$ cat config.mk
export PLATFORM = sky130hd
export DESIGN_NAME = wb_sensor_flat
export DESIGN_NICKNAME = d
export VERILOG_FILES = /design/src/rtl/wb_sensor_if.sv /design/src/rtl/wb_sensor.sv /design/src/flat_wrapper.sv
export SDC_FILE = /design/constraint.sdc
export NUM_CORES = 1
export LEC_CHECK = 0
export CAP_MARGIN = 20
export CORE_AREA = 2 2 106 108
export DETAILED_ROUTE_END_ITERATION = 10
export DIE_AREA = 0 0 108 110
export PLACE_DENSITY = 0.84
export SYNTH_ARGS = -nofsm -noshare
export SYNTH_HDL_FRONTEND = slang
export SYNTH_SLANG_ARGS = --single-unit
$ cat constraint.sdc
create_clock -name clk -period 1.7 [get_ports clk]
set_input_delay 0.255 -clock clk [delete_from_list [all_inputs] [get_ports clk]]
set_output_delay 0.255 -clock clk [all_outputs]
set_load 0.01 [all_outputs]
$ cat src/rtl/wb_sensor_if.sv
// Wishbone slave bus bundle for the wb_sensor peripheral.
interface wb_sensor_if;
    logic [31:0] wb_adr_i;
    logic [31:0] wb_dat_i;
    logic [31:0] wb_dat_o;
    logic [3:0]  wb_sel_i;
    logic        wb_stb_i;
    logic        wb_cyc_i;
    logic        wb_we_i;
    logic        wb_ack_o;

    modport slave (
        input  wb_adr_i, wb_dat_i, wb_sel_i, wb_stb_i, wb_cyc_i, wb_we_i,
        output wb_dat_o, wb_ack_o
    );

    modport master (
        output wb_adr_i, wb_dat_i, wb_sel_i, wb_stb_i, wb_cyc_i, wb_we_i,
        input  wb_dat_o, wb_ack_o
    );
endinterface

$ cat src/rtl/wb_sensor.sv
// Wishbone sensor peripheral: synchronise, debounce, edge-qualify, latch events, raise IRQ.
// Optional SENSOR_TIMESTAMP_EN builds a first-event cycle timestamp readable at 0x14.
module wb_sensor #(
    parameter int unsigned NUM_SENSORS     = 4,
    parameter int unsigned DEBOUNCE_CYCLES = 50000
) (
    input  logic                   clk,
    input  logic                   reset,
    wb_sensor_if.slave             wb,
    input  logic [NUM_SENSORS-1:0] sensor_in,
    output logic                   intr,
    output logic                   alarm_out
);
    localparam int unsigned CntW = (DEBOUNCE_CYCLES > 1) ? $clog2(DEBOUNCE_CYCLES) : 1;
    localparam logic [CntW-1:0] CntMax = CntW'(DEBOUNCE_CYCLES - 1);

    logic [NUM_SENSORS-1:0]           sync1_q, sync2_q;
    logic [NUM_SENSORS-1:0]           level_q, level_d, level_prev_q;
    logic [NUM_SENSORS-1:0][CntW-1:0] cnt_q, cnt_d;
    logic [NUM_SENSORS-1:0]           pending_q, pending_d, mask_q, edge_q;
    logic [NUM_SENSORS-1:0]           event_set, w1c;
    logic                             alarm_q, alarm_out_q, intr_q, ack_q;
    logic [31:0]                      dat_q, rdata, ts_value;
    logic [2:0]                       reg_sel;
    logic                             access, wr;

    assign reg_sel = wb.wb_adr_i[4:2];
    assign access  = wb.wb_stb_i & wb.wb_cyc_i & ~ack_q;
    assign wr      = access & wb.wb_we_i & wb.wb_sel_i[0];

    // A level change fires an event when the new level matches the selected edge polarity.
    assign event_set = (level_q ^ level_prev_q) & ~(level_q ^ edge_q);
    assign w1c       = (wr && reg_sel == 3'd1) ? wb.wb_dat_i[NUM_SENSORS-1:0] : '0;
    // Hardware set takes priority over a same-cycle W1C clear.
    assign pending_d = (pending_q & ~w1c) | event_set;

    always_comb begin
        level_d = level_q;
        cnt_d   = cnt_q;
        for (int i = 0; i < NUM_SENSORS; i++) begin
            if (sync2_q[i] == level_q[i]) begin
                cnt_d[i] = '0;
            end else if (cnt_q[i] == CntMax) begin
                level_d[i] = sync2_q[i];
                cnt_d[i]   = '0;
            end else begin
                cnt_d[i] = cnt_q[i] + CntW'(1);
            end
        end
    end

    always_comb begin
        rdata = '0;
        case (reg_sel)
            3'd0:    rdata[NUM_SENSORS-1:0] = level_q;
            3'd1:    rdata[NUM_SENSORS-1:0] = pending_q;
            3'd2:    rdata[NUM_SENSORS-1:0] = mask_q;
            3'd3:    rdata[NUM_SENSORS-1:0] = edge_q;
            3'd4:    rdata[0] = alarm_q;
            3'd5:    rdata = ts_value;
            default: rdata = '0;
        endcase
    end

    always_ff @(posedge clk or negedge reset) begin
        if (!reset) begin
            sync1_q      <= '0;
            sync2_q      <= '0;
            level_q      <= '0;
            level_prev_q <= '0;
            cnt_q        <= '0;
            pending_q    <= '0;
            mask_q       <= '0;
            edge_q       <= '0;
            alarm_q      <= 1'b0;
            alarm_out_q  <= 1'b0;
            intr_q       <= 1'b0;
            ack_q        <= 1'b0;
            dat_q        <= '0;
        end else begin
            sync1_q      <= sensor_in;
            sync2_q      <= sync1_q;
            level_q      <= level_d;
            level_prev_q <= level_q;
            cnt_q        <= cnt_d;
            pending_q    <= pending_d;
            if (wr && reg_sel == 3'd2) mask_q  <= wb.wb_dat_i[NUM_SENSORS-1:0];
            if (wr && reg_sel == 3'd3) edge_q  <= wb.wb_dat_i[NUM_SENSORS-1:0];
            if (wr && reg_sel == 3'd4) alarm_q <= wb.wb_dat_i[0];
            intr_q       <= |(pending_q & mask_q);
            alarm_out_q  <= alarm_q;
            ack_q        <= access;
            dat_q        <= (access && !wb.wb_we_i) ? rdata : '0;
        end
    end

`ifdef SENSOR_TIMESTAMP_EN
    logic [31:0] cycle_q, ts_q;

    always_ff @(posedge clk or negedge reset) begin
        if (!reset) begin
            cycle_q <= '0;
            ts_q    <= '0;
        end else begin
            cycle_q <= cycle_q + 32'd1;
            if (pending_q == '0 && pending_d != '0) ts_q <= cycle_q;
        end
    end

    assign ts_value = ts_q;
`else
    assign ts_value = '0;
`endif

    assign wb.wb_ack_o = ack_q;
    assign wb.wb_dat_o = dat_q;
    assign intr        = intr_q;
    assign alarm_out   = alarm_out_q;

    logic unused_bits;
    assign unused_bits = ^{wb.wb_adr_i[31:5], wb.wb_adr_i[1:0], wb.wb_sel_i[3:1],
                           wb.wb_dat_i[31:NUM_SENSORS]};
endmodule

$ cat src/flat_wrapper.sv
// flat-port wrapper written by rule: the top's interface ports become plain ports
module wb_sensor_flat 
#(
    parameter int unsigned NUM_SENSORS     = 4,
    parameter int unsigned DEBOUNCE_CYCLES = 50000
)
  (clk, reset, sensor_in, intr, alarm_out, wb_wb_adr_i, wb_wb_dat_i, wb_wb_sel_i, wb_wb_stb_i, wb_wb_cyc_i, wb_wb_we_i, wb_wb_dat_o, wb_wb_ack_o);
  wb_sensor_if wb_i ();
  input  logic clk;
  input  logic reset;
  input  logic [NUM_SENSORS-1:0] sensor_in;
  output logic intr;
  output logic alarm_out;
  input wire logic [$bits(wb_i.wb_adr_i)-1:0] wb_wb_adr_i;
  input wire logic [$bits(wb_i.wb_dat_i)-1:0] wb_wb_dat_i;
  input wire logic [$bits(wb_i.wb_sel_i)-1:0] wb_wb_sel_i;
  input wire logic [$bits(wb_i.wb_stb_i)-1:0] wb_wb_stb_i;
  input wire logic [$bits(wb_i.wb_cyc_i)-1:0] wb_wb_cyc_i;
  input wire logic [$bits(wb_i.wb_we_i)-1:0] wb_wb_we_i;
  output wire logic [$bits(wb_i.wb_dat_o)-1:0] wb_wb_dat_o;
  output wire logic [$bits(wb_i.wb_ack_o)-1:0] wb_wb_ack_o;
  assign wb_i.wb_adr_i = wb_wb_adr_i;
  assign wb_i.wb_dat_i = wb_wb_dat_i;
  assign wb_i.wb_sel_i = wb_wb_sel_i;
  assign wb_i.wb_stb_i = wb_wb_stb_i;
  assign wb_i.wb_cyc_i = wb_wb_cyc_i;
  assign wb_i.wb_we_i = wb_wb_we_i;
  assign wb_wb_dat_o = wb_i.wb_dat_o;
  assign wb_wb_ack_o = wb_i.wb_ack_o;
  wb_sensor #(.NUM_SENSORS(NUM_SENSORS), .DEBOUNCE_CYCLES(DEBOUNCE_CYCLES)) u_core (.clk(clk), .reset(reset), .wb(wb_i), .sensor_in(sensor_in), .intr(intr), .alarm_out(alarm_out));
endmodule
# Word level (Yosys, flattened, before mapping)
# Index checks and enable logic that the tools add are counted.
dict set report classes {
  muxes 12
  add_sub_neg 4
  eq_ne 12
  n_bitwise 17
  n_reduce_logical 12
}
# operator n
set op_table {}
lappend op_table {{16-bit two-way mux} 8}
lappend op_table {{16-bit by 1-bit adder with 16-bit output, second input constant} 4}
lappend op_table {{16-bit equality test, second input constant} 4}
lappend op_table {{4-bit bitwise AND} 3}
lappend op_table {{3-bit case mux with 4 select lines} 1}
lappend op_table {{4-bit two-way mux} 2}
lappend op_table {{4-bit NOT} 2}
lappend op_table {{2-bit AND reduction} 4}
lappend op_table {{4-bit XOR} 2}
lappend op_table {{3-bit by 2-bit equality test with 1-bit output, second input constant} 2}
lappend op_table {{1-bit logical AND} 5}
lappend op_table {{1-bit NOT} 5}
lappend op_table {{1-bit case mux with 5 select lines} 1}
lappend op_table {{1-bit bitwise AND} 4}
lappend op_table {{1-bit equality test} 4}
lappend op_table {{4-bit bitwise OR} 1}
lappend op_table {{4-bit OR reduction} 1}
lappend op_table {{3-bit by 1-bit equality test with 1-bit output, second input constant} 1}
lappend op_table {{3-bit equality test, second input constant} 1}
lappend op_table {{3-bit zero test} 1}
lappend op_table {{1-bit zero test} 1}
dict set report totals {
  regBits 128
  out_inout_bits 35
  word_cells 76
  in_bits 77
}

# Longest topological paths before layout
# Gate-level depths: netlist (run 1).
dict set report depth {
  depth_word 9
  mapped_depth 6
}

# Worst setup path after synthesis (run 1)
# OpenSTA, ideal clock, no wires.
dict set report synth_timing {
  kind {reg2reg}
  startpoint {register u_core.cnt_q[5] (netlist bit)}
  endpoint {register u_core.cnt_q[13] (netlist bit)}
  required_ps 1622
  arrival_time_ps 1547
  path_slack_ps 76
  setup_time_ps 78
  stages_incl_launch_ff 5
  cell_sequence {dfrtp_1 -> nand3_2 -> or3_4 -> or4_1 -> a21oi_1}
}
# item line
set synth_lines {}
lappend synth_lines {{from (decl)} wb_sensor.sv:19} ;# logic [NUM_SENSORS-1:0][CntW-1:0] cnt_q, cnt_d;
lappend synth_lines {{from (signal assigned)} wb_sensor.sv:85} ;# cnt_q <= cnt_d;

==> results_dict.tcl, run 1 <==
set metrics [dict create \
    outcome "finished, final reports clean" \
    fin_crit_sh_pct 96.5 \
    hpwl_um 5930 \
    crit_type "flop to flop" \
    cts_root_buf "clkbuf_8" \
    yosysUniqueCellTypes 38 \
    crit_start "u_core.cnt_q[11]$_DFF_PN0_" \
    routed_wl_um 8490 \
    r2r_cells 4 \
    reg2reg_slack_ns 0.06 \
    crit_end "u_core.cnt_q[15]$_DFF_PN0_" \
    min_period_ns 1.64 \
    final_cells 648 \
    drc 0 \
    numCtsBuffers 9 \
    place_congestion 0.820 \
    avgSynthCellArea_sq_um 10.6 \
    chipWidth_um 108 \
    leakage_nw 2.33 \
    grt_pass1_vias 3225 \
    nets 586 \
    dp_slack_ns -0.178 \
    grtUsageTotal_pct 15.5 \
    post_drt_wl_per_cell_um 13.1 \
    via_per_inst 5.21 \
    finalWorstSetupSlack_ns 0.0599 \
    skew_ns 0.00912 \
    dp.cells 628 \
    grt_max_degree 38 \
    power_density_nw_per_um2 799 \
    crit_required_ns 1.99 \
    first_pass_iters 4 \
    seq_area_frac_synth_pct 52.6 \
    die_h_um 110 \
    cts_tree "built" \
    slowest_stage "or4_1" \
    timing.rr.start "u_core.cnt_q[11]$_DFF_PN0_" \
    max-vdd-ir-drop_mv 0.475 \
    synth_ff_type "dfrtp_1" \
    drv_cap 0 \
    final_cell_mix "98 x dfrtp_1, 71 x nor2_1, 47 x xnor2_1, 28 x conb_1, 28 x buf_4" \
    synth.yosys.warnings 0 \
    drive_above_1_share_pct 13.6 \
    crit_path_cell_trace "nand2_8 > or3_4 > or4_1 > a21oi_2" \
    synth-edff-count 0 \
    multi_input_area_sq_um 2080 \
    cts_buffer_depth 2 \
    hp-class "input port to flop" \
    cp_max_fo 4 \
    path_clk_slew_ns 0.09 \
    areaGrowthSynthToFinish_pct 15.5 \
    rr_endpoint "u_core.cnt_q[15]$_DFF_PN0_" \
    antenna_found_initial 0 \
    numPortBuffers 23 \
    overflow 0 \
    end_kind "flop" \
    cts_max_level 3 \
    final-seq-area_sq_um 2500 \
    setup-violations-final 0 \
    vias 3377 \
    fmax_ghz 0.610 \
    grt_pass1_wl_um 14400 \
    startpoint_type "flop" \
    rows 38 \
    start_util_pct 44.4 \
    clock-sinks 100 \
    setup_tns_ns 0 \
    synth_area_sq_um 4750 \
    slew_viol_final 0 \
    synth_seq_cells 100 \
    clk_latency_ns 0.37 \
    arrival_ns 1.93 \
    hold_viol 0 \
    ant_nets 0 \
    coreArea_sq_um 10700 \
    async_reset_ff_share_pct 100 \
    drt_iter0_drc 198 \
    dieArea_sq_um 11900 \
    final_common_cell "dfrtp_1" \
    cp_slowest_stage_delay_ns 0.53 \
    fillCellCount 906 \
    ios 112 \
    syn_inst 448 \
    diodes 0 \
]
## registers in the layout (all words and copies together), names as in the netlist
| name | cells |
|---|---|
| u_core.alarm_out | 1 |
| u_core.sync1_q | 4 |
| u_core.pending_q | 4 |
| u_core.level_prev_q | 4 |
| u_core.mask_q | 4 |
| u_core.alarm_q | 1 |
| u_core.sync2_q | 4 |
| u_core.wb.wb_ack_o | 1 |
| u_core.level_q | 4 |
| u_core.intr | 1 |
| u_core.wb.wb_dat_o | 4 |
| u_core.cnt_q | 64 |
| u_core.edge_q | 4 |
## repair_timing
item	CTS	global route
endpoints found under the hold margin	28	0
cloned	0	0
hold buffers	1	0
setup endpoints to repair	2	2
resized for setup	1	3
pin swaps	0	0
buffers inserted	0	5
## cells in the mapped netlist (2+ instances only)
master    instances  share of area [%]
a21o_1            3               0.47
a21oi_1           2               0.21
a22oi_1           3               0.47
and3_1            8                1.1
and3b_1           2               0.37
buf_4            28                4.4
clkbuf_1          6               0.47
dfrtp_1         100                 53
ha_1              4                1.1
inv_1            13                1.0
mux2_2           14                3.3
mux4_2            3                1.4
nand2_1          26                2.1
nand2b_1          2               0.26
nand3_1          21                2.2
nand3_2           2               0.42
nand3b_1          2               0.32
nand4_1          16                2.1
nor2_1           71                5.6
nor2b_1           3               0.39
nor3_1           17                1.8
nor4_1           17                2.2
nor4b_1           4               0.74
nor4bb_1          7                1.5
o21ai_0           3               0.32
o31ai_1           2               0.32
or4_1             2               0.32
xnor2_1          47                8.7
xor2_1           11                2.0
## layout make-up
type,instances,share of cell area (%)
Sequential cell,100,45.6
Multi-Input combinational cell,328,37.8
Timing Repair Buffer,53,8.75
Tap cell,140,3.19
Clock buffer,10,2.32
Clock inverter,4,1.39
Inverter,13,0.889
## how the worst min path moves through the flow
stage                  from                          end  depth (start not counted)
4_1_cts        sensor_in[2]  u_core.sync1_q[2]$_DFF_PN0_                          1
5_1_grt        sensor_in[2]  u_core.sync1_q[2]$_DFF_PN0_                          1
3_3_place_gp          reset   u_core.cnt_q[54]$_DFF_PN0_                          1
6_report       sensor_in[2]  u_core.sync1_q[2]$_DFF_PN0_                          1
3_5_place_dp          reset   u_core.cnt_q[54]$_DFF_PN0_                          1
2_1_floorplan         reset   u_core.alarm_out$_DFF_PN0_                          0
## kinds of logic after synthesis
kind of cell / count (synthesis) / share of synthesized area (%)
adders and majority gates: 4 / 1.05
DFF: 100 / 52.6
and+or+nand+nor: 205 / 22.6
xor gates and xnor gates: 58 / 10.7
muxes: 17 / 4.74
AOI/OAI and AO/OA: 16 / 2.32
buffers and inverters: 47 / 5.92
other: 1 / 0.0789
## report_power, final
part / leakage [nW] / switching, W / total (W) / internal (W)
clock: 0.0984 / 0.000779 / 0.00160 / 0.000816
sequential: 1.36 / 0.0000524 / 0.00249 / 0.00244
combinational: 0.876 / 0.000163 / 0.000301 / 0.000139
total: 2.33 / 0.000994 / 0.00439 / 0.00339
## per-layer routing
metal | vias up | track usage [%] | wire, um
met5 | - | 0 | 0
met4 | 0 | 5.86 | 155
li1 | 1600 | - | -
met2 | 88 | 26.0 | 4290
met3 | 16 | 3.82 | 340
met1 | 1673 | 19.4 | 3700
## stage by stage
step           hold WS [ns]  util, %  power, W  cell area (sq um)
2_1_floorplan       -0.0406        -   0.00272               4850
3_3_place_gp          0.209     48.9   0.00283               5230
3_5_place_dp          0.213     48.9   0.00284               5230
4_1_cts               0.306     50.9   0.00443               5450
5_1_grt               0.296     51.3   0.00461               5490
6_report              0.322     51.3   0.00439               5490
## critical path: cells and delay by family, from the launching register on
| kind | cells | cell delay (ns) |
|---|---|---|
| compound gates | 1 | 0.14 |
| flops | 1 | 0.45 |
| simple gates | 3 | 0.97 |
No activity file was read; power rests on OpenSTA's default activity.
==> run 2: changes to the inputs <==
--- a/config.mk
+++ b/config.mk
@@ -6,10 +6,11 @@
 export NUM_CORES = 1
 export LEC_CHECK = 0
 export CAP_MARGIN = 20
-export CORE_AREA = 2 2 106 108
+export CORE_AREA = 8 8 112 114
 export DETAILED_ROUTE_END_ITERATION = 10
-export DIE_AREA = 0 0 108 110
-export PLACE_DENSITY = 0.84
+export DIE_AREA = 0 0 120 122
+export PLACE_DENSITY = 0.81
+export SLEW_MARGIN = 20
 export SYNTH_ARGS = -nofsm -noshare
 export SYNTH_HDL_FRONTEND = slang
 export SYNTH_SLANG_ARGS = --single-unit
==> run 2 against run 1 <==
Effect of this change:
- final cell count is 0.62% lower
- via count is 2.4% lower
- combinational power is 2% higher
- core utilization is 0.43 points lower
- clock power is 14% lower
- critical endpoint unchanged
==> results_dict.tcl, run 2 (synthesis results as in run 1) <==
set metrics [dict create \
    grtUsageTotal_pct 11.8 \
    rsz0062_at_grt "no" \
    cts_max_level 3 \
    hpwl_um 6280 \
    power_density_nw_per_um2 768 \
    place_congestion 0.831 \
    crit_required_ns 1.98 \
    outcome "finished, final reports clean" \
    grt_max_degree 62 \
    end_kind "flop" \
    min_period_ns 1.65 \
    drive_above_1_share_pct 12.3 \
    drc 0 \
    slew_viol_final 0 \
    fmax_ghz 0.608 \
    finalWorstSetupSlack_ns 0.0548 \
    leakage_nw 2.30 \
    maxUsedRoutingLayer "met4" \
    post_cts_buffers 0 \
    cts_root_buf "clkbuf_8" \
    skew_ns 0.00961 \
    fin_crit_sh_pct 96.8 \
    post_drt_wl_per_cell_um 13.6 \
    setup-violations-final 0 \
    dieArea_sq_um 14600 \
    cts_tree "built" \
    largest-register "u_core.cnt_q" \
    cts_buffer_depth 2 \
    vias 3296 \
    ios 112 \
    antenna_found_initial 0 \
    path_clk_slew_ns 0.09 \
    routed_wl_um 8770 \
    startpoint_type "flop" \
    clk_latency_ns 0.35 \
    setup_tns_ns 0 \
    start_util_pct 44.4 \
    drt_iter0_drc 189 \
    max-vdd-ir-drop_mv 0.419 \
    diodes 0 \
    hold_viol 0 \
    ant_nets 0 \
    crit_type "flop to flop" \
    nets 580 \
    first_pass_iters 4 \
    grt_pass1_wl_um 14400 \
    worstHoldStart "sensor_in[2]" \
    numPortBuffers 23 \
    arrival_ns 1.92 \
    numCtsBuffers 9 \
    cp_max_fo 4 \
    via_per_inst 5.12 \
    hp-class "input port to flop" \
    die_h_um 122 \
    final_cell_mix "99 x dfrtp_1, 71 x nor2_1, 47 x xnor2_1, 28 x conb_1, 26 x nand2_1" \
    clock-sinks 100 \
    largest_reg_flops 64 \
    dp_slack_ns -0.219 \
    rows 38 \
    m1WireLength_um 3870 \
    areaGrowthSynthToFinish_pct 14.6 \
    chipWidth_um 120 \
    drv_cap 0 \
    final_common_cell "dfrtp_1" \
    wl_met3_um 485 \
    crit_start "u_core.cnt_q[7]$_DFF_PN0_" \
    coreArea_sq_um 10700 \
    wl_met2_um 4330 \
    timing.rr.start "u_core.cnt_q[7]$_DFF_PN0_" \
    grt_pass1_vias 3165 \
    fillCellCount 946 \
    overflow 0 \
]
==> run 2: cell count changes in the layout (fill, tap and decap cells not counted), sizes merged <==
cell | before | now
clkbuf | 10 | 13
buf | 30 | 24
clkinv | 1 | 2
bufinv | 2 | 0
==> run 2: stage by stage <==
stage	hold WS (ns)	std cells	instance area [sq um]	util, %	power (W)
2_1_floorplan	-0.0406	475	4850	-	0.00272
3_3_place_gp	0.253	627	5250	49.1	0.00283
3_5_place_dp	0.255	627	5250	49.1	0.00284
4_1_cts	0.322	644	5440	50.8	0.00424
5_1_grt	0.337	644	5450	50.9	0.00436
6_report	0.332	644	5450	50.9	0.00418
==> run 2: per-layer routing <==
| layer | vias up | global-route usage [%] |
|---|---|---|
| li1 | 1591 | - |
| met1 | 1621 | 14.5 |
| met2 | 75 | 19.8 |
| met3 | 9 | 2.87 |
| met4 | 0 | 4.45 |
| met5 | - | 0 |
==> run 2: worst paths after layout <==
| kind | end | slack [ns] | cells past startpoint |
|---|---|---|---|
| max reg2reg | u_core.cnt_q[15]$_DFF_PN0_ | 0.05 | 4 |
| max | u_core.cnt_q[15]$_DFF_PN0_ | 0.05 | 4 |
| min | u_core.sync1_q[2]$_DFF_PN0_ | 0.33 | 1 |
| min in group asynchronous | u_core.cnt_q[11]$_DFF_PN0_ | 0.41 | 3 |
| min reg2reg | u_core.sync2_q[1]$_DFF_PN0_ | 0.35 | 0 |
| max in group asynchronous | u_core.cnt_q[55]$_DFF_PN0_ | 0.96 | 3 |
==> run 2: area by class of cell <==
class	instances	area, sq um	share of cell area (%)
sequential	100	2500	46.0
multi-input combinational	328	2080	38.1
tap	140	175	3.22
inverter	13	48.8	0.896
clock buffer	13	159	2.92
timing repair buffer	47	460	8.46
clock inverter	3	21.3	0.391
==> run 2: repair_timing <==
item                                   CTS  global route
gates resized for setup                  0             2
hold buffers                             1             0
endpoints found under the hold margin  100             0
setup endpoints to repair                0             3
==> run 2: worst max-delay path, stage by stage, from the launching register on <==
cell and delay, ns:
dfrtp_1 0.41, nand3_2 0.11, or3_4 0.39, or4_1 0.51
a21oi_1 0.15
==> run 2: power by group <==
part           internal, W  switching [W]
Clock             0.000615       0.000767
Sequential         0.00244      0.0000531
Combinational     0.000140       0.000166
==> run 3: changes to the inputs <==
--- a/config.mk
+++ b/config.mk
@@ -6,10 +6,11 @@
 export NUM_CORES = 1
 export LEC_CHECK = 0
 export CAP_MARGIN = 20
-export CORE_AREA = 8 8 112 114
+export CORE_AREA = 10 10 114 116
 export DETAILED_ROUTE_END_ITERATION = 10
-export DIE_AREA = 0 0 120 122
+export DIE_AREA = 0 0 124 126
 export PLACE_DENSITY = 0.81
+export SKIP_LAST_GASP = 1
 export SLEW_MARGIN = 20
 export SYNTH_ARGS = -nofsm -noshare
 export SYNTH_HDL_FRONTEND = slang
==> run 3 against run 2 <==
Effect of this change:
- register-to-register slack improved by 0.02 ns
- flip-flop and latch count did not move
- critical path depth did not move
- first-iteration DRC count rose by 37%
- setup slack improved by 0.019 ns
- core utilization rose by 0.33 points
- count of clock-buffer cells in the layout fell by 2
- total power rose by 7.1%
- design area rose by 0.64%
- sequential share of layout area fell by 0.27 points
- hold slack got worse by 0.017 ns
- final cell count rose by 0.16%
- largest cell class unchanged
- largest power group unchanged
==> results_dict.tcl, run 3 (synthesis results as in run 1) <==
set metrics [dict create \
    outcome "finished, final reports clean" \
    dieArea_sq_um 15600 \
    coreArea_sq_um 10700 \
    final_common_cell "dfrtp_1" \
    grt_pass1_vias 3324 \
    diodes 0 \
    via_per_inst 5.10 \
    nets 581 \
    numCtsBuffers 9 \
    arrival_ns 1.91 \
    grtUsageTotal_pct 11.5 \
    clk_latency_ns 0.36 \
    die_h_um 126 \
    leakage_nw 2.32 \
    hold_viol 0 \
    fin_crit_sh_pct 95.7 \
    skew_ns 0.00799 \
    cp_max_fo 4 \
    clock-sinks 100 \
    grt_pass1_wl_um 15000 \
    drive_above_1_share_pct 13.3 \
    overflow 0 \
    numPortBuffers 23 \
    hpwl_um 6580 \
    drc 0 \
    largest_reg_flops 64 \
    slew_viol_final 0 \
    rr_endpoint "u_core.cnt_q[15]$_DFF_PN0_" \
    dp.cells 626 \
    chipWidth_um 124 \
    place_congestion 0.866 \
    wl_met3_um 607 \
    wl_met2_um 4370 \
    fmax_ghz 0.615 \
    hold_slack_ns 0.315 \
    routed_wl_um 9000 \
    stdcell_area_sq_um 5480 \
    crit_type "flop to flop" \
    utilization_pct 51.2 \
    start_util_pct 44.4 \
    rows 38 \
    r2r_cells 4 \
    end_kind "flop" \
    placed_area_sq_um 5220 \
    path_clk_slew_ns 0.09 \
    min_period_ns 1.63 \
    drv_cap 0 \
    areaGrowthSynthToFinish_pct 15.3 \
    finalWorstSetupSlack_ns 0.0733 \
    final_cells 645 \
    dp_slack_ns -0.223 \
    crit_required_ns 1.98 \
    power_density_nw_per_um2 817 \
    m1WireLength_um 3840 \
    first_pass_iters 4 \
    crit_end "u_core.cnt_q[15]$_DFF_PN0_" \
    cts_max_level 3 \
    largest-register "u_core.cnt_q" \
    crit_start "u_core.cnt_q[10]$_DFF_PN0_" \
    maxUsedRoutingLayer "met4" \
    cts_buffer_depth 2 \
    ant_nets 0 \
    cts_tree "built" \
    ios 112 \
    setup-violations-final 0 \
    max-vdd-ir-drop_mv 0.368 \
    cts_root_buf "clkbuf_8" \
    reg2reg_slack_ns 0.07 \
    drt_iter0_drc 258 \
    grt_max_degree 46 \
    antenna_found_initial 0 \
    final_cell_mix "98 x dfrtp_1, 71 x nor2_1, 47 x xnor2_1, 28 x conb_1, 26 x nand2_1" \
    vias 3292 \
    timing.rr.start "u_core.cnt_q[10]$_DFF_PN0_" \
    startpoint_type "flop" \
    hp-class "input port to async pin" \
    post_drt_wl_per_cell_um 13.9 \
]
[run 3: cell type report]
cell class / count / area [sq um]
well taps: 140 / 175
flip-flops and latches: 100 / 2500
inverters: 13 / 48.8
clock buffers: 11 / 141
fillers: 909 / 5220
repair buffers: 48 / 443
multi-input cells: 328 / 2080
clock inverters: 5 / 83.8
[run 3: worst min path at each step]
stage,slack [ns],to
final,0.32,u_core.cnt_q[9]$_DFF_PN0_
after CTS,0.30,u_core.sync1_q[3]$_DFF_PN0_
after global placement,0.17,u_core.cnt_q[8]$_DFF_PN0_
after global routing,0.31,u_core.sync1_q[3]$_DFF_PN0_
after detailed placement,0.18,u_core.cnt_q[9]$_DFF_PN0_
after floorplan,-0.04,u_core.alarm_out$_DFF_PN0_
[run 3: power by group]
part	switching, W	internal [W]	total (W)
Combinational	0.000163	0.000134	0.000297
Clock	0.000812	0.000875	0.00169
Sequential	0.0000547	0.00244	0.00249
Total	0.00103	0.00345	0.00448
[run 3: routing by layer]
layer	GRT usage [%]	vias to the layer above
met4	5.01	0
met3	2.64	16
li1	-	1596
met1	14.0	1596
met5	0	-
met2	19.1	84
[run 3: worst max-delay path, stage by stage, from the launching register on]
cell	delay [ns]
dfrtp_1	0.43
nand3_2	0.11
or3_4	0.35
or4_1	0.51
a21oi_1	0.15
[run 3: through the flow]
| step | TNS (ns) | total power, W |
|---|---|---|
| 2_1_floorplan | 0 | 0.00272 |
| 5_1_grt | -0.0190 | 0.00464 |
| 4_1_cts | 0 | 0.00451 |
| 3_3_place_gp | -1.59 | 0.00282 |
| 3_5_place_dp | -1.71 | 0.00284 |
| 6_report | 0 | 0.00448 |
[run 3: what timing repair did]
item | CTS | global route
hold buffers | 1 | 0
hold endpoints to repair | 20 | 0
setup buffers | 0 | 2
resized for setup | 0 | 5
endpoints found under the setup margin | 0 | 7
